**config.mk**
```make
export PLATFORM = sky130hd
export DESIGN_NAME = itch_add_order_encoder
export DESIGN_NICKNAME = d
export VERILOG_FILES = /design/src/rtl/itch_add_order_encoder.sv
export SDC_FILE = /design/constraint.sdc
export NUM_CORES = 1
export LEC_CHECK = 0
export ABC_AREA = 1
export BUFFER_PORTS_ARGS = -buffer_cell sky130_fd_sc_hd__buf_2
export CAP_MARGIN = 20
export CORE_MARGIN = 8
export CORE_UTILIZATION = 58
export CTS_CLUSTER_DIAMETER = 40
export DETAILED_ROUTE_END_ITERATION = 7
export PLACE_DENSITY = 0.85
export SYNTH_ARGS = -nofsm -noshare
export SYNTH_HDL_FRONTEND = slang
export SYNTH_SLANG_ARGS = --single-unit
```
**constraint.sdc**
```tcl
create_clock -name clk -period 4.2 [get_ports clk]
set_clock_uncertainty 0.15 [all_clocks]
set_input_delay 1.26 -clock clk [delete_from_list [all_inputs] [get_ports clk]]
set_output_delay 1.26 -clock clk [all_outputs]
set_load 0.01 [all_outputs]
```
**src/rtl/itch_add_order_encoder.sv**
```systemverilog
`timescale 1ns/1ps
// -----------------------------------------------------------------------------
// itch_add_order_encoder
//
// Serializes one ITCH 5.0 Add Order ('A') message, presented as a parallel
// field bundle, into a 36-byte big-endian byte stream. Used as the transmit
// stimulus / loopback source for the ITCH decoder pipeline and its watchdog.
//
// Wire order (MSB first per field):
//   type, stock_locate, tracking_number, timestamp, order_ref, side, shares,
//   stock, price  -> 1+2+2+6+8+1+4+8+4 = 36 bytes
//
// Ports:
//   clk, rst            clock, synchronous active-high reset
//   in_valid/in_ready   field bundle handshake (accept only in IDLE)
//   stock_locate .. price  message fields, sampled only on accept
//   abort               drop the message in flight (SEND/GAP only)
//   out_ready           downstream byte acceptance
//   valid_out, byte_out, byte_index  registered byte stream, holds on stall
//   start_of_msg        high with the index-0 byte
//   end_of_msg          high with the index MSG_LEN-1 byte
//   busy                encoder not IDLE
//   msg_count           completed messages (wraps)
//   abort_count         aborted messages (wraps)
// -----------------------------------------------------------------------------
module itch_add_order_encoder #(
   parameter int         MSG_LEN     = 36,
   parameter int         INDEX_WIDTH = 6,
   parameter logic [7:0] MSG_TYPE    = 8'h41,
   parameter int         GAP_CYCLES  = 0,
   parameter int         CNT_WIDTH   = 16
) (
   input  logic                   clk,
   input  logic                   rst,
   input  logic                   in_valid,
   output logic                   in_ready,
   input  logic [15:0]            stock_locate,
   input  logic [15:0]            tracking_number,
   input  logic [47:0]            timestamp,
   input  logic [63:0]            order_ref,
   input  logic [7:0]             side,
   input  logic [31:0]            shares,
   input  logic [63:0]            stock,
   input  logic [31:0]            price,
   input  logic                   abort,
   input  logic                   out_ready,
   output logic                   valid_out,
   output logic [7:0]             byte_out,
   output logic [INDEX_WIDTH-1:0] byte_index,
   output logic                   start_of_msg,
   output logic                   end_of_msg,
   output logic                   busy,
   output logic [CNT_WIDTH-1:0]   msg_count,
   output logic [CNT_WIDTH-1:0]   abort_count
);

   localparam int                     SHIFT_W    = 8 * MSG_LEN;
   localparam logic [INDEX_WIDTH-1:0] LAST_INDEX = INDEX_WIDTH'(MSG_LEN - 1);
   // GAP is unreachable when GAP_CYCLES is 0, so the terminal count is moot.
   localparam logic [3:0]             GAP_LAST   = (GAP_CYCLES > 0) ? 4'(GAP_CYCLES - 1) : 4'd0;

   typedef enum logic [1:0] {
      S_IDLE = 2'd0,
      S_SEND = 2'd1,
      S_GAP  = 2'd2
   } state_t;

   state_t                 r_state;
   state_t                 w_next_state;
   logic [SHIFT_W-1:0]     r_shift;
   logic [INDEX_WIDTH-1:0] r_index;
   logic [INDEX_WIDTH-1:0] w_next_index;
   logic [3:0]             r_gap_cnt;
   logic                   r_valid_out;
   logic                   r_in_ready;
   logic                   r_start;
   logic                   r_end;
   logic                   r_busy;
   logic [CNT_WIDTH-1:0]   r_msg_count;
   logic [CNT_WIDTH-1:0]   r_abort_count;

   logic                   w_accept;
   logic                   w_shift;
   logic                   w_msg_done;
   logic                   w_abort_send;

   // Next-state logic. valid_out is high for the whole of SEND, so a transfer
   // in SEND is simply out_ready. An end-byte transfer wins over abort.
   always_comb begin
      // NOTE: every signal driven here gets a default first; a branch that
      // forgets one would otherwise infer a latch.
      w_next_state = r_state;
      w_next_index = r_index;
      w_accept     = 1'b0;
      w_shift      = 1'b0;
      w_msg_done   = 1'b0;
      w_abort_send = 1'b0;
      case (r_state)
         S_IDLE: begin
            // abort is deliberately ignored here.
            if (in_valid && r_in_ready) begin
               w_accept     = 1'b1;
               w_next_state = S_SEND;
               w_next_index = '0;
            end
         end
         S_SEND: begin
            if (out_ready && (r_index == LAST_INDEX)) begin
               w_msg_done   = 1'b1;
               w_next_state = (GAP_CYCLES > 0) ? S_GAP : S_IDLE;
            end else if (abort) begin
               w_abort_send = 1'b1;
               w_next_state = S_IDLE;
            end else if (out_ready) begin
               w_shift      = 1'b1;
               w_next_index = r_index + INDEX_WIDTH'(1);
            end
         end
         S_GAP: begin
            if (abort || (r_gap_cnt == GAP_LAST)) begin
               w_next_state = S_IDLE;
            end
         end
         default: begin
            w_next_state = S_IDLE;
         end
      endcase
   end

   // State, datapath and registered outputs. Output flags are computed from
   // the next state so they line up with the byte they describe.
   always_ff @(posedge clk) begin
      if (rst) begin
         r_state       <= S_IDLE;
         // NOTE: the shift register is cleared on reset because its top byte
         // drives byte_out directly and must read 0 after reset.
         r_shift       <= '0;
         r_index       <= '0;
         r_gap_cnt     <= '0;
         r_valid_out   <= 1'b0;
         r_in_ready    <= 1'b0;
         r_start       <= 1'b0;
         r_end         <= 1'b0;
         r_busy        <= 1'b0;
         r_msg_count   <= '0;
         r_abort_count <= '0;
      end else begin
         // NOTE: non-blocking assignments throughout, so every register
         // samples the pre-edge values regardless of statement order.
         r_state <= w_next_state;
         r_index <= w_next_index;

         if (w_accept) begin
            r_shift <= {MSG_TYPE, stock_locate, tracking_number, timestamp,
                        order_ref, side, shares, stock, price};
         end else if (w_shift) begin
            r_shift <= {r_shift[SHIFT_W-9:0], 8'h00};
         end

         if (r_state == S_GAP) begin
            r_gap_cnt <= r_gap_cnt + 4'd1;
         end else begin
            r_gap_cnt <= '0;
         end

         r_valid_out <= (w_next_state == S_SEND);
         r_in_ready  <= (w_next_state == S_IDLE);
         r_busy      <= (w_next_state != S_IDLE);
         r_start     <= (w_next_state == S_SEND) && (w_next_index == '0);
         r_end       <= (w_next_state == S_SEND) && (w_next_index == LAST_INDEX);

         if (w_msg_done) begin
            r_msg_count <= r_msg_count + CNT_WIDTH'(1);
         end
         if (w_abort_send) begin
            r_abort_count <= r_abort_count + CNT_WIDTH'(1);
         end
      end
   end

   assign in_ready     = r_in_ready;
   assign valid_out    = r_valid_out;
   assign byte_out     = r_shift[SHIFT_W-1 -: 8];
   assign byte_index   = r_index;
   assign start_of_msg = r_start;
   assign end_of_msg   = r_end;
   assign busy         = r_busy;
   assign msg_count    = r_msg_count;
   assign abort_count  = r_abort_count;

endmodule

```
==> out/metrics.yaml, run 1 <==
outcome:
  outcome: "finished clean"
clock_tree:
  post_cts_resized: 0
  root_buffer: "sky130_fd_sc_hd__clkbuf_16"
  worst_skew_pair.late_latency_ns: 0.52
  path_clk_slew_ns: 0.05
  cts_inserted_buffers: 43
  cts.htree.levels: 2
  cts.sinks: 337
  cts_tree: "yes"
  cts_setup_buffers: 0
  cts-root-to-sink-buffers: 3
  cts.hold.buffers_added: 0
power:
  clockPowerShare_pct: 48.7
  swShare_pct: 24.04
  max-vdd-ir-drop_mv: 0.2872
  finalPower_mw: 7.965
  power.sequential.fraction_pct: 42.9
  power-per-cell-area_nw_per_um2: 449.2
  power_leakage_nw: 8.639
  comb_power_share_pct: 8.4
  net_switching_power_of_the_design_mw: 1.914
  cell_internal_power_mw: 6.051
run:
  cap_viol_max_count: 0
timing:
  worst_hold_slack_ns: 0.3103
  rsz0062_at_grt: "no"
  max_freq_mhz: 323.3
  hold_violations_final: 0
  worst_pin_slew_ns: 0.7178
  max_slew_margin_pct: 52.14
  min_period_ns: 3.094
  slew_viol_final: 0
  timing.final.setup_violations: 0
  post-route-period-util_pct: 73.66
  final.setup.tns_ns: 0
finish:
  fillCellCount: 2151
  final_net_count: 2760
  ratio_of_cells_with_drive_above_1_in_the_final_layout_pct: 17.19
  multiInputGateArea_um2: 6968
  ff_latch_area_um2: 6746
  mostFrequentLayoutCells: "sky130_fd_sc_hd__nand2_1 (945), sky130_fd_sc_hd__dfxtp_1 (337), sky130_fd_sc_hd__buf_2 (334)"
  layout_commonest_cell: "sky130_fd_sc_hd__nand2_1"
  area.growth.synth_to_final_pct: 21.16
  final_util_pct: 71.03
synthesis:
  main_synth_ff_type: "sky130_fd_sc_hd__dfxtp_1"
  synth_edf_count: 0
  synthTopCellsByArea: "sky130_fd_sc_hd__dfxtp_1 (46%), sky130_fd_sc_hd__nand2_1 (24%), sky130_fd_sc_hd__a21oi_1 (11%), sky130_fd_sc_hd__nor2_1 (8.5%), sky130_fd_sc_hd__buf_2 (2.5%)"
  syn_area_um2: 14630
  ys.warnings.count: 0
  postSynth.asyncResetShare_pct: 0
  syn-instance-count: 2218
  yosys_reg_bits: 337
  yosysTopAreaCell: "sky130_fd_sc_hd__dfxtp_1"
  average_footprint_of_a_synthesized_cell_um2: 6.598
  synth_top_area_share_pct: 46.10
  synth.distinct_cells: 27
  synth_sequential_area_ratio_pct: 46.10
  syn-num-nets: 2508
critical_path:
  critPathLaunchType: "input pin"
  crit_required_ns: 4.50
  worstPathMaxFanout: 111
  crit_type: "in2reg"
  critical_path.endpoint_type: "register"
  r2r_setup_slack_ns: 1.36
  critical_path_arrival_ns: 3.40
routing:
  detailed_route_via_count: 14870
  route.detailed.vias_per_inst: 5.250
  final_antenna_net_count: 0
  detailedRoute.firstIterationViolations: 1462
  drt-wirelength-per-cell_um: 14.31
  drt-total-wl_mm: 40.54
  length_of_the_first_detailed_routing_pass_in_iterations: 6
  drcViolationCount: 0
global_routing:
  grt_pass1_vias: 13950
  track_usage_pct: 24.93
  initial_antenna_violation_count: 1
  pin_count_of_the_biggest_net_entering_global_routing: 157
  global_route_wire_length_before_repair_mm: 65.21
  grt-ovfl-total: 0
die:
  start_util_pct: 58.62
  i_o_pins: 336
  dieWidth_um: 174.8
  dieArea_um2: 30570
  die_height_um: 174.8
  design.core.area_um2: 24960
  count_of_standard_cell_rows: 58
placement:
  routabilityCongestion: 0.8971
  port-buffer-count: 335
  place.detailed.hpwl_mm: 26.96
worst_hold_path:
  hold_class: "reg2reg"
power groups by stage:
stage                     Clock (mW)  Combinational, mW  Sequential [mW]
after floorplan                    0              0.438             3.46
after global placement             0              0.644             3.48
after detailed placement           0              0.655             3.48
after CTS                       3.93              0.663             3.42
after global routing            4.07              0.747             3.43
final                           3.88              0.665             3.42
synthesized netlist by cell type, types with 9 or more instances:
master and count:
sky130_fd_sc_hd__nor3_1 20, sky130_fd_sc_hd__buf_6 10, sky130_fd_sc_hd__buf_2 73, sky130_fd_sc_hd__nand4_1 13, sky130_fd_sc_hd__dfxtp_1 337, sky130_fd_sc_hd__clkbuf_1 46, sky130_fd_sc_hd__o21ai_0 9, sky130_fd_sc_hd__nor2_1 332
sky130_fd_sc_hd__a21oi_1 315, sky130_fd_sc_hd__inv_1 49, sky130_fd_sc_hd__nand3_1 28, sky130_fd_sc_hd__buf_4 9, sky130_fd_sc_hd__nand2_1 945
worst paths after layout:
kind,startpoint,end,depth (start not counted)
setup / recovery,out_ready,end_of_msg$_SDFF_PP0_,11
hold / removal,r_shift[281]$_SDFFE_PP0P_,r_shift[281]$_SDFFE_PP0P_,2
setup reg to reg,byte_index[0]$_SDFF_PP0_,end_of_msg$_SDFF_PP0_,11
hold reg to reg,r_shift[281]$_SDFFE_PP0P_,r_shift[281]$_SDFFE_PP0P_,2
flip-flops by register name (all words and copies together), names as in the netlist:
| name | flops |
|---|---|
| busy | 1 |
| abort_count | 16 |
| r_gap_cnt | 4 |
| start_of_msg | 1 |
| byte_index | 6 |
| r_state | 2 |
| r_shift | 288 |
| in_ready | 1 |
| msg_count | 16 |
| end_of_msg | 1 |
| valid_out | 1 |
logic make-up (layout without fill, tap and decap cells):
kind of cell | count (synthesis) | count (layout) | share of synthesized area, %
DFF | 337 | 337 | 46.10
buffers and inverters | 193 | 477 | 6.318
and+or+nand+nor | 1350 | 1350 | 35.58
adders and majority gates | 5 | 5 | 0.4275
xor gates and xnor gates | 6 | 6 | 0.3591
other | 0 | 1 | 0
AOI/OAI and AO/OA | 327 | 327 | 11.22
worst max-delay path: stages:
cell                      delay, ns
sky130_fd_sc_hd__buf_2         0.11
sky130_fd_sc_hd__nand2_1       0.11
sky130_fd_sc_hd__inv_1         0.08
sky130_fd_sc_hd__nand3_2       0.14
sky130_fd_sc_hd__nand3_2       0.28
sky130_fd_sc_hd__inv_8         0.44
sky130_fd_sc_hd__buf_12        0.40
sky130_fd_sc_hd__nand2_1       0.15
sky130_fd_sc_hd__nand2_1       0.12
sky130_fd_sc_hd__nand3_1       0.08
sky130_fd_sc_hd__nor2_1        0.11
per-layer routing:
| metal | wire length, µm | vias to the layer above | global-route usage [%] |
|---|---|---|---|
| met3 | 2830 | 108 | 5.094 |
| met5 | 0 | - | 0 |
| li1 | - | 7460 | - |
| met4 | 1459 | 0 | 9.785 |
| met1 | 17440 | 6738 | 31.74 |
| met2 | 18810 | 568 | 40.89 |
through the flow:
step	cell area, µm²	cells	setup slack (ns)
floorplan	14630	2218	1.591
global placement	16190	2755	0.7425
CTS	17730	2832	1.164
detailed placement	16190	2755	0.6410
finish	17730	2833	1.106
global route	17730	2833	0.9745
layout make-up:
class / count / share of cell area [%]
timing repair buffer: 347 / 10.44
inverter: 53 / 1.207
clock buffer: 52 / 6.669
antenna: 1 / 0.01411
sequential: 337 / 38.05
clock inverter: 25 / 1.990
multi-input combinational: 1688 / 39.30
tap: 330 / 2.329
No activity file was read; power rests on OpenSTA's default activity.
==> run 2: changes to the inputs <==
- CORE_UTILIZATION: 58 -> 49
- PLACE_DENSITY: 0.85 -> 0.76
- clock period: 4.2 -> 2.75 ns (I/O delays scaled with it)
==> out/metrics.yaml, run 2 (synthesis results as in run 1) <==
outcome:
  outcome: "finished clean"
clock_tree:
  cts-root-to-sink-buffers: 3
  cts.htree.levels: 2
  worst_skew_pair.late_latency_ns: 0.54
  post_cts_resized: 0
  path_clk_slew_ns: 0.06
  cts.hold.buffers_added: 0
  cts.sinks: 337
  root_buffer: "sky130_fd_sc_hd__clkbuf_16"
  cts_setup_buffers: 0
  cts_tree: "yes"
  cts_inserted_buffers: 46
timing:
  slew_viol_final: 0
  worst_pin_slew_ns: 0.5497
  min_period_ns: 2.282
  timing.final.setup_violations: 0
  hold_violations_final: 0
  worst_hold_slack_ns: 0.3111
  max_slew_margin_pct: 63.07
  fin_ws_ns: 0.4684
  max_freq_mhz: 438.3
  rsz0062_at_grt: "no"
  post-route-period-util_pct: 82.97
  final.setup.tns_ns: 0
die:
  die_height_um: 188.8
  design.core.area_um2: 29560
  count_of_standard_cell_rows: 63
  i_o_pins: 336
  start_util_pct: 49.51
  dieWidth_um: 188.8
  dieArea_um2: 35650
routing:
  drcViolationCount: 0
  detailedRoute.firstIterationViolations: 1135
  drt-wirelength-per-cell_um: 14.12
  final_antenna_net_count: 0
  drt-total-wl_mm: 41.05
  detailed_route_via_count: 14620
  route.detailed.vias_per_inst: 5.031
  length_of_the_first_detailed_routing_pass_in_iterations: 7
finish:
  layout_commonest_cell: "sky130_fd_sc_hd__nand2_1"
  fillCellCount: 2750
  regMostFlops: "r_shift"
  final_net_count: 2770
  mostFrequentLayoutCells: "sky130_fd_sc_hd__nand2_1 (945), sky130_fd_sc_hd__dfxtp_1 (337), sky130_fd_sc_hd__buf_2 (334)"
  ratio_of_cells_with_drive_above_1_in_the_final_layout_pct: 17.73
  largest_register_ff_count: 288
  area.growth.synth_to_final_pct: 22.64
  final_cell_area_um2: 17950
critical_path:
  crit_required_ns: 3.05
  timing.critical_path.slowest_stage_cell: "sky130_fd_sc_hd__dfxtp_1"
  crit_type: "reg2reg"
  delay_heaviest_family_cp: "simple AND/OR/NAND/NOR gates"
  crit_path_frequent_cell: "sky130_fd_sc_hd__nand3_2"
  crit_chain: "ha_1 -> nand2_1 -> inv_1 -> nand3_2 -> nand3_2 -> inv_8 -> nor2_4 -> buf_12 -> a21oi_1 -> nor2_1"
  crit_path_max_incr_delay_ns: 0.42
  critical_path_arrival_ns: 2.59
  critical_path.endpoint_type: "register"
  worstPathMaxFanout: 100
  critPathLaunchType: "register"
  path_buf_inv: 3
global_routing:
  pin_count_of_the_biggest_net_entering_global_routing: 112
  track_usage_pct: 22.14
  grt_pass1_vias: 14230
  global_route_wire_length_before_repair_mm: 67.72
  initial_antenna_violation_count: 1
  grt-ovfl-total: 0
power:
  power_leakage_nw: 8.728
  finalPower_mw: 12.17
  max-vdd-ir-drop_mv: 0.4514
  power-per-cell-area_nw_per_um2: 678.2
placement:
  place_worst_setup_slack_ns: 0.1629
  placedInstanceArea_um2: 16380
  port-buffer-count: 335
  place.detailed.hpwl_mm: 28.05
  routabilityCongestion: 0.9171
worst_hold_path:
  hold_class: "reg2reg"
run:
  cap_viol_max_count: 0
run 2: changes by cell type in the layout (fill, tap and decap cells not counted), moves of 3 or more:
cell                         previous run  this run
sky130_fd_sc_hd__inv_8                  3         7
sky130_fd_sc_hd__clkinv_2               2         7
sky130_fd_sc_hd__buf_12                 6        11
sky130_fd_sc_hd__bufinv_16              7         3
sky130_fd_sc_hd__clkinvlp_4             8         5
run 2: path summary, 6_finish.rpt:
kind,endpoint,depth (start not counted),from,slack [ns]
setup / recovery,r_shift[155]$_SDFFE_PP0P_,10,byte_index[0]$_SDFF_PP0_,0.47
hold / removal,r_shift[287]$_SDFFE_PP0P_,2,r_shift[287]$_SDFFE_PP0P_,0.31
setup reg to reg,r_shift[155]$_SDFFE_PP0P_,10,byte_index[0]$_SDFF_PP0_,0.47
hold reg to reg,r_shift[287]$_SDFFE_PP0P_,2,r_shift[287]$_SDFFE_PP0P_,0.31
run 2: cell type report:
class	instances	area (µm²)	area share, %
Sequential cell	337	6746	37.59
Inverter	53	214.0	1.192
Clock buffer	53	1239	6.902
Multi-Input combinational cell	1688	6968	38.82
Tap cell	390	488.0	2.719
Antenna cell	1	2.502	0.01394
Clock inverter	31	322.8	1.799
Timing Repair Buffer	354	1967	10.96
run 2: worst min-delay path, cell delays in order (launching register included):
cell,delay [ns]
sky130_fd_sc_hd__dfxtp_1,0.30
sky130_fd_sc_hd__nand2_1,0.06
sky130_fd_sc_hd__a21oi_1,0.05
run 2: where the power goes:
part           internal, mW  leakage (nW)  switching (mW)  total, mW
Sequential             5.10          2.74           0.115       5.22
Clock                  3.59         0.762            2.33       5.92
Combinational         0.402          5.22           0.634       1.04
run 2: stage by stage:
step / util, % / instances
finish: 60.72 / 2907
global route: 60.72 / 2907
CTS: 60.71 / 2906
detailed placement: 55.42 / 2822
global placement: 55.42 / 2822
floorplan: - / 2218
run 2: layer usage:
layer	track usage, %	share of wire (%)
met2	35.86	47
met3	4.325	6.3
met5	0	0
met1	28.76	44
met4	8.509	2.9
